<file path="src/rtl/div_seq.sv">
// div_seq: multi-cycle radix-2 restoring divider for the EX stage.
// Serves DIV (signed) and DIVU (unsigned). The result is packed as
// {HI = remainder, LO = quotient} for the HI/LO write path.
//
// Ports:
//   clk        clock, all state changes on the rising edge
//   rst        synchronous reset, active-high
//   start_i    request a division (sampled only in IDLE)
//   signed_i   1 = DIV (two's complement), 0 = DIVU
//   opdata1_i  dividend
//   opdata2_i  divisor
//   annul_i    flush; aborts the operation in progress, beats start_i
//   result_o   {remainder, quotient}, valid while ready_o = 1
//   ready_o    result valid (registered)
//   busy_o     high in BYZERO and ON; the pipeline stalls on it
module div_seq #(
    parameter int DATA_W = 32
) (
    input  logic                clk,
    input  logic                rst,
    input  logic                start_i,
    input  logic                signed_i,
    input  logic [DATA_W-1:0]   opdata1_i,
    input  logic [DATA_W-1:0]   opdata2_i,
    input  logic                annul_i,
    output logic [2*DATA_W-1:0] result_o,
    output logic                ready_o,
    output logic                busy_o
);

    localparam int CNT_W = $clog2(DATA_W);
    localparam logic [CNT_W-1:0] CNT_LAST = CNT_W'(DATA_W - 1);

    typedef enum logic [1:0] {
        S_IDLE,
        S_BYZERO,
        S_ON,
        S_END
    } state_t;

    state_t state;
    state_t state_next;

    logic [CNT_W-1:0]    cnt;
    logic [2*DATA_W:0]   shreg;
    logic [DATA_W-1:0]   divisor;
    logic [DATA_W-1:0]   dividend_raw;
    logic                neg_quo;
    logic                neg_rem;
    logic [2*DATA_W-1:0] final_res;

    logic [DATA_W-1:0]   op1_abs;
    logic [DATA_W-1:0]   op2_abs;
    logic [2*DATA_W:0]   shifted;
    logic [DATA_W:0]     trial;
    logic [2*DATA_W:0]   step;
    logic [DATA_W-1:0]   step_quo;
    logic [DATA_W-1:0]   step_rem;
    logic [DATA_W-1:0]   quo_fix;
    logic [DATA_W-1:0]   rem_fix;

    // State register.
    always_ff @(posedge clk) begin
        if (rst) begin
            state <= S_IDLE;
        end else begin
            state <= state_next;
        end
    end

    // Next-state logic. annul_i wins over start_i everywhere; in END the
    // FSM stays put while the pipeline keeps start_i high so the same
    // instruction cannot launch a second division.
    always_comb begin
        state_next = state;
        busy_o     = 1'b0;
        case (state)
            S_IDLE: begin
                if (start_i && !annul_i) begin
                    state_next = (opdata2_i == '0) ? S_BYZERO : S_ON;
                end
            end
            S_BYZERO: begin
                busy_o     = 1'b1;
                state_next = annul_i ? S_IDLE : S_END;
            end
            S_ON: begin
                busy_o = 1'b1;
                if (annul_i) begin
                    state_next = S_IDLE;
                end else if (cnt == CNT_LAST) begin
                    state_next = S_END;
                end
            end
            S_END: begin
                if (annul_i || !start_i) begin
                    state_next = S_IDLE;
                end
            end
            default: state_next = S_IDLE;
        endcase
    end

    // Operand magnitudes; negating the most negative value wraps back to
    // itself, which is the correct unsigned magnitude.
    always_comb begin
        op1_abs = (signed_i && opdata1_i[DATA_W-1]) ? -opdata1_i : opdata1_i;
        op2_abs = (signed_i && opdata2_i[DATA_W-1]) ? -opdata2_i : opdata2_i;
    end

    // One restoring step: shift {rem,quo} left, trial-subtract the divisor
    // from the remainder half, keep the difference when it did not borrow.
    // The final step's result also feeds the sign fixup used on END entry.
    always_comb begin
        shifted = shreg << 1;
        trial   = shifted[2*DATA_W:DATA_W] - {1'b0, divisor};
        step    = shifted;
        if (!trial[DATA_W]) begin
            step = {trial, shifted[DATA_W-1:1], 1'b1};
        end
        step_quo = step[DATA_W-1:0];
        step_rem = step[2*DATA_W-1:DATA_W];
        quo_fix  = neg_quo ? -step_quo : step_quo;
        rem_fix  = neg_rem ? -step_rem : step_rem;
    end

    // Datapath and registered outputs. ready_o/result_o rise on the first
    // edge spent in END, so the result appears one cycle after END entry.
    always_ff @(posedge clk) begin
        if (rst) begin
            cnt          <= '0;
            shreg        <= '0;
            divisor      <= '0;
            dividend_raw <= '0;
            neg_quo      <= 1'b0;
            neg_rem      <= 1'b0;
            final_res    <= '0;
            result_o     <= '0;
            ready_o      <= 1'b0;
        end else begin
            case (state)
                S_IDLE: begin
                    ready_o  <= 1'b0;
                    result_o <= '0;
                    if (start_i && !annul_i) begin
                        cnt          <= '0;
                        shreg        <= {{(DATA_W+1){1'b0}}, op1_abs};
                        divisor      <= op2_abs;
                        dividend_raw <= opdata1_i;
                        neg_quo      <= signed_i && (opdata1_i[DATA_W-1] ^ opdata2_i[DATA_W-1]);
                        neg_rem      <= signed_i && opdata1_i[DATA_W-1];
                    end
                end
                S_BYZERO: begin
                    if (!annul_i) begin
                        final_res <= {dividend_raw, {DATA_W{1'b1}}};
                    end
                end
                S_ON: begin
                    if (!annul_i) begin
                        shreg <= step;
                        cnt   <= cnt + 1'b1;
                        if (cnt == CNT_LAST) begin
                            final_res <= {rem_fix, quo_fix};
                        end
                    end
                end
                S_END: begin
                    if (annul_i || !start_i) begin
                        ready_o  <= 1'b0;
                        result_o <= '0;
                    end else begin
                        ready_o  <= 1'b1;
                        result_o <= final_res;
                    end
                end
                default: begin
                    ready_o  <= 1'b0;
                    result_o <= '0;
                end
            endcase
        end
    end

endmodule

</file>
<file path="config.mk">
export PLATFORM = sky130hd
export DESIGN_NAME = div_seq
export DESIGN_NICKNAME = d
export VERILOG_FILES = /design/src/rtl/div_seq.sv
export SDC_FILE = /design/constraint.sdc
export NUM_CORES = 1
export LEC_CHECK = 0
export ABC_CLOCK_PERIOD_IN_PS = 6000
export CAP_MARGIN = 20
export CORE_ASPECT_RATIO = 1.4
export CORE_MARGIN = 2
export CORE_UTILIZATION = 50
export CTS_CLUSTER_SIZE = 28
export DETAILED_ROUTE_END_ITERATION = 6
export PLACE_DENSITY = 0.68
export SYNTH_ARGS = -nofsm -noshare
export SYNTH_HDL_FRONTEND = slang
export SYNTH_SLANG_ARGS = --single-unit
export TNS_END_PERCENT = 10
</file>
<file path="constraint.sdc">
create_clock -name clk -period 6 [get_ports clk]
set_clock_uncertainty 0.15 [all_clocks]
set_input_delay 0.6 -clock clk [delete_from_list [all_inputs] [get_ports clk]]
set_output_delay 0.6 -clock clk [all_outputs]
set_load 0.005 [all_outputs]
</file>
* After elaboration in Yosys (flattened, before gate mapping)
Index checks and enable logic that the tools add are counted.
Storage, ports and cells: register bits after elaboration 266, bits of input ports 69, output and inout bits 66, logic and storage cells 71
Cells by class: add/sub/neg operators 6, equal/unequal tests 10, multiplexer cells 27, bitwise operators 1, reduce and logical (&&, ||, !) cells 17
Operators by type and width (number):
- $mux W64 | 7
- $pmux W64 S2 | 3
- $mux W32 | 4
- $neg A32 Y32 | 4
- $sub A33 B32 Y33 | 1
- $logic_not A32 Y1 | 1
- $mux W2 | 6
- $mux W5 | 2
- $ne A2 B2 Y1 const B | 5
- $pmux W5 S2 | 1
- $pmux W2 S4 | 1
- $reduce_and A3 Y1 | 2
- $reduce_bool A2 Y1 | 3
- $add A5 B1 Y5 const B | 1
- $eq A5 B5 Y1 const B | 1
- $eq A2 B2 Y1 const B | 2
- $logic_and A1 B1 Y1 | 4
- $reduce_and A4 Y1 | 1
- $ne A3 B3 Y1 const B | 1
- $eq A2 B1 Y1 const B | 1
- $logic_not A1 Y1 | 2
- $logic_not A2 Y1 | 1
- $mux W1 | 2
- $pmux W1 S2 | 1
- other kinds (4) | 4

* Depth between registers and ports, before layout
Gate-level depths: netlist (run 1).
word-level depth 7, gate-level depth with buffers 25, depth with buffers taken out 23

* Least setup slack after synthesis (run 1)
OpenSTA, ideal clock, no wires.
path type register to register, from reg shreg[31], to reg final_res[54], setup time 0.070 ns, arrival 4.529 ns, required time 5.780 ns, path slack 1.251 ns, stages on the path, launching flop included 25, buffers on the path 2, clock period less this slack 4.749 ns, cells stage by stage dfxtp_1 inv_1 ha_1 inv_1 fa_1 a211oi_2 o21a_4 a2111o_1 a21oi_4 nor3_2 nor2_4 inv_2 buf_6 buf_4 nor2_1 a21oi_1 ha_1 inv_1 nor4_1 and4bb_2 a31oi_1 o31ai_1 xor2_1 a211o_1 a21oi_1
On the way: word-level cells in the longest chain between the ends 7
Ends and longest elaborated chain:
- start: declaration | line 45 | logic [2*DATA_W:0] shreg;
- start signal: assignment | line 147 | shreg <= {{(DATA_W+1){1'b0}}, op1_abs};
- start signal: assignment | line 161 | shreg <= step;
- $sub A33 B32 Y33 | line 116 | trial = shifted[2*DATA_W:DATA_W] - {1'b0, divisor};
- $mux W64 * | line 118 | if (!trial[DATA_W]) begin
- $neg A32 Y32 | line 124 | rem_fix = neg_rem ? -step_rem : step_rem;
- $mux W32 * | line 124
- $mux W64 * | line 163 | if (cnt == CNT_LAST) begin
- $mux W64 * | line 160 | if (!annul_i) begin
- $pmux W64 S2 * | line 141 | case (state)
- end signal: assignment | line 156 | final_res <= {dividend_raw, {DATA_W{1'b1}}};
- end signal: assignment | line 164 | final_res <= {rem_fix, quo_fix};
- end: declaration | line 50 | logic [2*DATA_W-1:0] final_res;
Mark *: on every way between the ends. The rest lies on a longest branch, timed or not. The select of a mux whose other input is x is not followed. A chain may end at the register's enable or synchronous reset.

* Worst setup path after layout (run 1)
Same ends and word-level chain as after synthesis.

==> impl_metrics.json, run 1 <==
{
  "cts_sinks": 266,
  "rsz0062_at_grt": "no",
  "synthFlopType": "dfxtp_1",
  "setup_ws_ps": 674,
  "ant_nets": 0,
  "antenna_found_initial": 0,
  "cts.repair.resized": 0,
  "grt_usage": 0.295,
  "synth_area_mm2": 0.0153,
  "ir_drop_v": 0.000250,
  "htree_levels": 1,
  "insertion_delay_ps": 550,
  "drt_wl_total_um": 47000,
  "synth_edf_count": 0,
  "row_count": 75,
  "post-dp-hpwl_um": 35700,
  "synthCells": 1948,
  "first_pass_iters": 5,
  "maxCapViolCount": 0,
  "die_y_um": 211,
  "hold_violations": 0,
  "r2r-start": "shreg[31]",
  "gr-total-overflow": 0,
  "nNetsFinal": 2117,
  "vias": 14200,
  "io_buffers": 134,
  "wire_per_inst_um": 19.5,
  "synth_cell_types": 93,
  "async_flop_share": 0,
  "cts_tree": "built",
  "die_w_um": 152,
  "clkTransAtPathRegs_ps": 70,
  "cp-start-kind": "register",
  "dp_slack_ps": 720,
  "core_area_mm2": 0.0300,
  "ctsHoldBuffers": 0,
  "worstSetupPathType": "register to register",
  "fmax_mhz": 188,
  "antenna-diode-count": 0,
  "syn_to_final_growth_pct": 16.2,
  "grt_pass1_vias": 13700,
  "numCtsBuffers": 28,
  "hold_path.class": "primary input to register",
  "drive_gt1_frac": 0.0682,
  "drcViolationCount": 0,
  "initial_core_util": 0.509,
  "synth-warning-count": 0,
  "gp_congestion": 0.894,
  "grt_start_max_net_pins": 240,
  "hp-start": "rst",
  "worstPathMaxFanout": 9,
  "power-per-cell-area_mw_per_mm2": 395,
  "cp-end-kind": "register",
  "dieArea_mm2": 0.0320,
  "cp-startpoint": "shreg[31]",
  "synth.area.top_cells": "dfxtp_1 35%, nor2_1 7.0%, a21oi_1 6.0%",
  "p_leak_nw": 6.32,
  "synth_top_area_frac": 0.348,
  "syn_nets": 2061,
  "cts_max_path_buffers": 3,
  "fin_crit_sh": 0.888,
  "setup_violations": 0,
  "stdcell_area_mm2": 0.0178,
  "fillers": 2833,
  "drt_iter0_drc": 899,
  "worst_pin_slew_ps": 1130,
  "finalCriticalPeriod_ps": 5330,
  "cts-root-buf": "clkbuf_16",
  "syn_area_per_cell_um2": 7.84,
  "yosysTopAreaCell": "dfxtp_1",
  "ys_seq_area_frac": 0.348,
  "slew_headroom": 0.249,
  "finalHoldWorstSlack_ps": 244,
  "critPathRequiredTime_ps": 6320,
  "tns_ps": 0,
  "worstPathArrival_ps": 5650,
  "slew_viol_final": 0,
  "cts_setup_buffers": 0,
  "grt_pass1_wl_um": 74200,
  "ioPinCount": 135,
  "outcome": "finished clean",
  "postPlaceCellArea_mm2": 0.0167,
  "ys_ff_latch": 266,
  "via_per_inst": 5.88
}
[cells in the mapped netlist, types with 19 or more instances]
cell,count
ha_1,43
a211oi_1,68
a22oi_1,78
xor2_1,69
or3_1,19
o21ai_0,76
nor3_1,31
mux2i_1,32
clkbuf_1,94
xnor2_1,65
a21oi_1,183
inv_1,53
nand2_1,244
nor2_1,283
o31ai_1,19
dfxtp_1,266
[critical path: stages (launching register included)]
cell and delay, ps:
dfxtp_1 320, inv_1 70, ha_1 170, inv_1 60, fa_1 400, a211oi_2 280
o21a_4 210, a2111o_1 220, a21oi_4 100, nor3_2 610, nor2_4 90, inv_2 100
nor2_1 40, a21oi_1 190, ha_1 230, inv_1 60, nor4_1 630, and4bb_2 340
a31oi_1 160, o31ai_1 300, xor2_1 100, a211o_1 300, a21oi_1 110
[kinds of logic after synthesis]
group                    synth area share
buffers and inverters              0.0513
AO/OA/AOI/OAI                       0.253
XOR/XNOR                           0.0779
flip-flops                          0.348
adder cells (fa/ha/maj)            0.0365
AND/OR/NAND/NOR                     0.206
multiplexers                       0.0269
[report_power, final]
part | leakage (nW) | internal [mW] | switching, mW
clock | 0.485 | 1.11 | 0.739
sequential | 2.16 | 1.97 | 0.184
combinational | 3.67 | 1.02 | 1.98
[state kept, by name, indices dropped and copies added (netlist names)]
register	cells
ready_o	1
shreg	64
dividend_raw	32
result_o	64
cnt	5
final_res	64
divisor	32
state	2
neg_quo	1
neg_rem	1
[path summary, 6_finish.rpt]
path,to,slack (ps),cells past startpoint
worst max-delay path,final_res[54],670,22
worst min-delay path,divisor[22],240,2
worst max register to register,final_res[54],670,22
worst min register to register,dividend_raw[3],310,2
[cells in the final DEF, fill, tap and decap left out, types with 7 or more instances in the layout]
master / n
dfxtp_1: 266
buf_4: 17
clkdlybuf4s50_1: 133
o21ai_1: 11
inv_1: 53
or4_1: 12
o22ai_1: 10
clkbuf_16: 29
mux2i_1: 32
xnor2_1: 65
and2_1: 10
o31ai_1: 19
or3_1: 19
xor2_1: 69
o211ai_1: 11
nand3b_1: 9
o21ai_0: 75
o21a_1: 9
nor3_1: 31
nand3_1: 16
a21o_1: 7
a311oi_1: 11
a31oi_1: 14
and3_1: 10
ha_1: 41
mux2_2: 8
nor2_1: 279
o41ai_1: 10
a22oi_1: 78
a21oi_1: 183
nor4_1: 16
a211oi_1: 68
nand4_1: 11
nand2_1: 244
[final cells by class]
class                           count  area [um2]  area share
Timing Repair Buffer              154        1540      0.0867
Multi-Input combinational cell   1499        9220       0.519
Sequential cell                   266        5330       0.300
Clock buffer                       36         802      0.0452
Clock inverter                     14         186      0.0105
Tap cell                          385         482      0.0271
Inverter                           55         206      0.0116
[stage by stage]
stage / cells / utilization / power (mW)
5_1_grt: 2409 / 0.591 / 7.46
6_report: 2409 / 0.591 / 7.01
2_1_floorplan: 1948 / - / 4.35
3_3_place_gp: 2358 / 0.558 / 5.13
3_5_place_dp: 2358 / 0.558 / 5.16
4_1_cts: 2408 / 0.590 / 7.02
[layer usage]
layer | vias to the layer above | wire, um | share of wire | global-route usage
met5 | - | 0 | 0 | 0
met4 | 0 | 3310 | 0.070 | 0.177
met3 | 116 | 1860 | 0.039 | 0.0305
met2 | 367 | 23900 | 0.51 | 0.528
met1 | 6637 | 18000 | 0.38 | 0.332
li1 | 7052 | - | - | -
No activity file was read; power rests on OpenSTA's default activity.
==> inputs of run 2 (changes only) <==
- CORE_UTILIZATION: 50 -> 33
- CTS_CLUSTER_DIAMETER: unset -> 120
- PLACE_DENSITY: 0.68 -> 0.48
==> impl_metrics.json, run 2 (synthesis gave the netlist of run 1 again) <==
{
  "outcome": "finished clean",
  "reg.largest.list": "final_res (64), result_o (64), shreg (64)",
  "worstPathArrival_ps": 5560,
  "maxCapViolCount": 0,
  "final_common_cell": "nor2_1",
  "ctsHoldBuffers": 0,
  "dieArea_mm2": 0.0481,
  "final_cells": 2612,
  "cts-root-buf": "clkbuf_16",
  "die_y_um": 259,
  "antenna_found_initial": 0,
  "drive_gt1_frac": 0.0561,
  "setup_ws_ps": 711,
  "critPathRequiredTime_ps": 6270,
  "drt_iter0_drc": 778,
  "io_buffers": 134,
  "worst_pin_slew_ps": 1070,
  "crit_buf_inv": 4,
  "antenna-diode-count": 0,
  "worstRegToRegCells": 22,
  "ant_nets": 0,
  "endpoint": "final_res[52]",
  "syn_to_final_growth_pct": 14.0,
  "cp-start-kind": "register",
  "cp-end-kind": "register",
  "rsz0062_at_grt": "no",
  "fillers": 4907,
  "cts_tree": "built",
  "r2r-start": "shreg[31]",
  "first_pass_iters": 5,
  "drcViolationCount": 0,
  "gp_congestion": 0.878,
  "cts_max_path_buffers": 3,
  "cp_num_cells": 22,
  "dp_slack_ps": 711,
  "wire_per_inst_um": 19.7,
  "die_w_um": 186,
  "cts.repair.resized": 0,
  "numCtsBuffers": 13,
  "place_inst": 2598,
  "cp-startpoint": "shreg[31]",
  "grt_usage": 0.213,
  "gr-total-overflow": 0,
  "core_area_mm2": 0.0458,
  "htree_levels": 1,
  "p_leak_nw": 6.02,
  "r2r-end": "final_res[52]",
  "cts_setup_buffers": 0,
  "tns_ps": 0,
  "via_per_inst": 5.36,
  "ioPinCount": 135,
  "cp_common_cell": "inv_1",
  "initial_core_util": 0.333,
  "crit_slowest_cell": "nor3_2",
  "ir_drop_v": 0.000245,
  "crit_chain": "inv_1, ha_1, inv_1, fa_1, a211oi_2, o21a_4, a2111o_1, a21oi_4, nor3_2, nor2_4, inv_2, nor2_1, a21oi_1, ha_1, inv_1, nor4_1, and4bb_2, a31oi_1, o31ai_1, xor2_1, nand2_1, a211oi_1",
  "vias": 14000,
  "setup_violations": 0,
  "worstPathMaxFanout": 9,
  "finalCriticalPeriod_ps": 5290,
  "critical_path.top_delay_family": "compound AO/OA/AOI/OAI gates",
  "insertion_delay_ps": 520,
  "hold_violations": 0,
  "hold_path.class": "register to register",
  "nNetsFinal": 2109,
  "post-dp-hpwl_um": 39800,
  "grt_pass1_vias": 13600,
  "worstSetupPathType": "register to register",
  "grt_pass1_wl_um": 79300,
  "grt_start_max_net_pins": 151,
  "rrSetupSlack_ps": 710,
  "power-per-cell-area_mw_per_mm2": 357,
  "clkTransAtPathRegs_ps": 120,
  "slew_viol_final": 0,
  "drt_wl_total_um": 51500,
  "fin_crit_sh": 0.882,
  "row_count": 93,
  "layout_common_cells": "279 x nor2_1, 266 x dfxtp_1, 244 x nand2_1, 183 x a21oi_1, 133 x clkdlybuf4s50_1",
  "slowest_delay_ps": 580,
  "cts_sinks": 266,
  "slew_headroom": 0.287,
  "fmax_mhz": 189
}
run 2: worst min-delay path by stage:
stage	endpoint	start	cells after the start	slack (ps)
2_1_floorplan	dividend_raw[17]	dividend_raw[17]	2	280
3_3_place_gp	dividend_raw[5]	dividend_raw[5]	2	290
3_5_place_dp	divisor[25]	divisor[25]	2	300
4_1_cts	divisor[25]	divisor[25]	2	310
5_1_grt	divisor[31]	divisor[31]	2	330
6_report	divisor[25]	divisor[25]	2	310
run 2: where the power goes:
group	switching, mW	internal, mW
registers	0.188	1.97
clock network	0.607	0.403
logic	2.03	1.02
run 2: worst register-to-register path, stage by stage, from the launching register on:
cell and delay, ps:
dfxtp_1 350, inv_1 80, ha_1 160, inv_1 50, fa_1 410, a211oi_2 310
o21a_4 220, a2111o_1 230, a21oi_4 100, nor3_2 580, nor2_4 90, inv_2 100
nor2_1 40, a21oi_1 160, ha_1 220, inv_1 60, nor4_1 570, and4bb_2 330
a31oi_1 160, o31ai_1 310, xor2_1 180, nand2_1 80, a211oi_1 250
run 2: cell type report:
type                       instances  area (um2)  area share
tap                              617         772      0.0443
inverter                          55         206      0.0119
timing repair buffer             161        1550      0.0889
clock buffer                      13         325      0.0187
clock inverter                     1        16.3    0.000934
sequential                       266        5330       0.306
multi-input combinational       1499        9220       0.530
run 2: metal layers:
metal / vias up / wire [um] / GRT usage
met5: - / 0 / 0
met4: 0 / 3250 / 0.122
met1: 6608 / 19900 / 0.234
met3: 77 / 1690 / 0.0167
li1: 7023 / - / -
met2: 285 / 26700 / 0.399
run 2: metrics by stage:
step / instance area [um2] / utilization / hold slack, ps / power (mW)
floorplan: 15300 / - / 282 / 4.35
global placement: 17100 / 0.372 / 292 / 5.23
detailed placement: 17100 / 0.372 / 295 / 5.24
CTS: 17400 / 0.380 / 311 / 6.26
global route: 17400 / 0.380 / 330 / 6.66
finish: 17400 / 0.380 / 306 / 6.22
==> inputs of run 3 (changes only) <==
- ABC_AREA: unset -> 1
- PLACE_DENSITY: 0.48 -> 0.47
==> impl_metrics.json, run 3 <==
{
  "place_inst": 3259,
  "grt_pass1_vias": 16000,
  "via_per_inst": 5.09,
  "cp-end-kind": "register",
  "grt_start_max_net_pins": 183,
  "die_w_um": 193,
  "synth_edf_count": 0,
  "ioPinCount": 135,
  "cp-startpoint": "shreg[31]",
  "drt_wl_total_um": 62600,
  "busiest_layer": "met2",
  "use_met1": 0.269,
  "die_y_um": 268,
  "cts.repair.resized": 0,
  "cts_tree": "built",
  "crit_buf_inv": 3,
  "ctsHoldBuffers": 0,
  "internal_power_mw": 3.73,
  "dieArea_mm2": 0.0517,
  "maxCapViolCount": 0,
  "hold_path.class": "primary input to register",
  "rsz0062_at_grt": "no",
  "post-dp-hpwl_um": 48000,
  "cts-root-buf": "clkbuf_16",
  "synth_top_area_frac": 0.324,
  "drt_iter0_drc": 1108,
  "worstPathMaxFanout": 38,
  "fillers": 5356,
  "ir_drop_v": 0.000267,
  "worstSetupPathType": "register to register",
  "syn_area_per_cell_um2": 6.33,
  "drive_gt1_frac": 0.0500,
  "htree_levels": 1,
  "final_cells": 3278,
  "insertion_delay_ps": 540,
  "reg.largest.list": "final_res (64), result_o (64), shreg (64)",
  "slew_viol_final": 0,
  "ant_nets": 0,
  "worstPathArrival_ps": 4940,
  "initial_core_util": 0.335,
  "clkTransAtPathRegs_ps": 120,
  "seq_power_share": 0.288,
  "antenna-diode-count": 0,
  "synthFlopType": "dfxtp_1",
  "cts_setup_buffers": 0,
  "setup_violations": 0,
  "antenna_found_initial": 0,
  "dp_slack_ps": 1370,
  "hold_violations": 0,
  "final_common_cell": "nand2_1",
  "syn_nets": 2710,
  "vias": 16700,
  "crit_slowest_cell": "buf_4",
  "synth-warning-count": 0,
  "fin_util": 0.380,
  "r2r-start": "shreg[31]",
  "postPlaceCellArea_mm2": 0.0182,
  "critPathRequiredTime_ps": 6230,
  "pwr-share-comb": 0.566,
  "finalCriticalPeriod_ps": 4700,
  "cp_common_cell": "nand2_1",
  "fin_crit_sh": 0.784,
  "fmax_mhz": 213,
  "numCtsBuffers": 14,
  "drcViolationCount": 0,
  "switching_share": 0.514,
  "io_buffers": 134,
  "p_leak_nw": 7.93,
  "synth_common_cells": "774 x nand2_1, 326 x a21oi_1, 271 x inv_1, 266 x dfxtp_1, 201 x nor2_1",
  "hp-start": "rst",
  "synth.area.top_cells": "dfxtp_1 32%, nand2_1 18%, a21oi_1 9.9%",
  "cts_sinks": 266,
  "setup_ws_ps": 1300,
  "slowest_delay_ps": 460,
  "worst_pin_slew_ps": 1050,
  "nNetsFinal": 2752,
  "cts_max_path_buffers": 3,
  "tns_ps": 0,
  "grt_usage": 0.241,
  "layout_common_cells": "774 x nand2_1, 325 x a21oi_1, 269 x inv_1, 266 x dfxtp_1, 199 x nor2_1",
  "ys_ff_latch": 266,
  "power.share.clock": 0.146,
  "grt_pass1_wl_um": 94700,
  "slew_headroom": 0.299,
  "synth_cell_types": 53,
  "gp_congestion": 1.00,
  "synth_area_mm2": 0.0164,
  "core_area_mm2": 0.0491,
  "outcome": "finished clean",
  "power-per-cell-area_mw_per_mm2": 411,
  "p_sw_mw": 3.95,
  "critical_path.top_delay_family": "simple AND/OR/NAND/NOR gates",
  "row_count": 96,
  "first_pass_iters": 7,
  "syn_to_final_growth_pct": 13.5,
  "ys_seq_area_frac": 0.324,
  "synth.most_common_cell": "nand2_1",
  "met3_usage": 0.0174,
  "wire_per_inst_um": 19.1,
  "cp-start-kind": "register",
  "met2_usage": 0.445,
  "gr-total-overflow": 0,
  "synthCells": 2597,
  "stdcell_area_mm2": 0.0187,
  "yosysTopAreaCell": "dfxtp_1",
  "async_flop_share": 0
}
-- run 3: changes by cell type in the layout (fill, tap and decap cells not counted), moves of 32 or more --
cell | previous run | this run
nand2_1 | 244 | 774
inv_1 | 53 | 269
a21oi_1 | 183 | 325
nand3_1 | 16 | 129
nor2_1 | 279 | 199
a22oi_1 | 78 | 1
a211oi_1 | 68 | 0
o21ai_0 | 75 | 136
xnor2_1 | 65 | 27
mux2i_1 | 32 | 0
xor2_1 | 69 | 37
-- run 3: final cells by class --
cell class	instances	area, um2	area share
clock inverters	3	50.0	0.00268
well taps	637	797	0.0427
clock buffers	15	375	0.0201
inverters	280	1050	0.0563
repair buffers	155	1530	0.0820
flip-flops and latches	266	5330	0.285
multi-input cells	1922	9540	0.511
-- run 3: worst register-to-register path: stages, from the launching register on --
cell     delay [ps]
dfxtp_1         320
inv_1           100
ha_1            190
inv_1            80
fa_1            430
nand2_1          90
nand2_1          80
nand3_1         110
nand2_2          90
nand2_2         100
nand2_4          70
nand2_4          80
nand3_2         210
nand2_4         160
buf_4           460
nand2_1         140
nand2_1         160
nand2_2         100
nor2_4          100
nand2_2         110
nor2_2          280
nand2_1         220
nand2_1         180
nor2_1           60
o21ai_1         400
a21oi_1         110
-- run 3: power by group through the flow --
stage	Clock, mW	Sequential, mW	Combinational (mW)
CTS	1.17	2.21	4.31
global placement	0	2.25	4.30
global route	1.21	2.25	4.80
floorplan	0	2.19	3.00
finish	1.12	2.21	4.35
detailed placement	0	2.25	4.30
-- run 3: final timing paths --
path | slack (ps) | cells after the start | end
worst min-delay path | 240 | 2 | shreg[56]
worst min register to register | 310 | 2 | dividend_raw[8]
worst max register to register | 1300 | 25 | final_res[53]
worst max-delay path | 1300 | 25 | final_res[53]
-- run 3: cell families after synthesis --
group,synth area share
AO/OA/AOI/OAI,0.192
XOR/XNOR,0.0341
adder cells (fa/ha/maj),0.0339
buffers and inverters,0.0984
flip-flops,0.324
AND/OR/NAND/NOR,0.318
-- run 3: metal layers --
layer | share of wire | up-vias
met5 | 0 | -
met4 | 0.064 | 0
met2 | 0.51 | 402
met3 | 0.031 | 127
li1 | - | 8499
met1 | 0.40 | 7666
-- run 3: stage by stage --
| step | power, mW | hold slack (ps) |
|---|---|---|
| after floorplan | 5.19 | 280 |
| after global placement | 6.54 | 297 |
| after detailed placement | 6.55 | 297 |
| after CTS | 7.69 | 239 |
| after global routing | 8.27 | 269 |
| final | 7.68 | 244 |
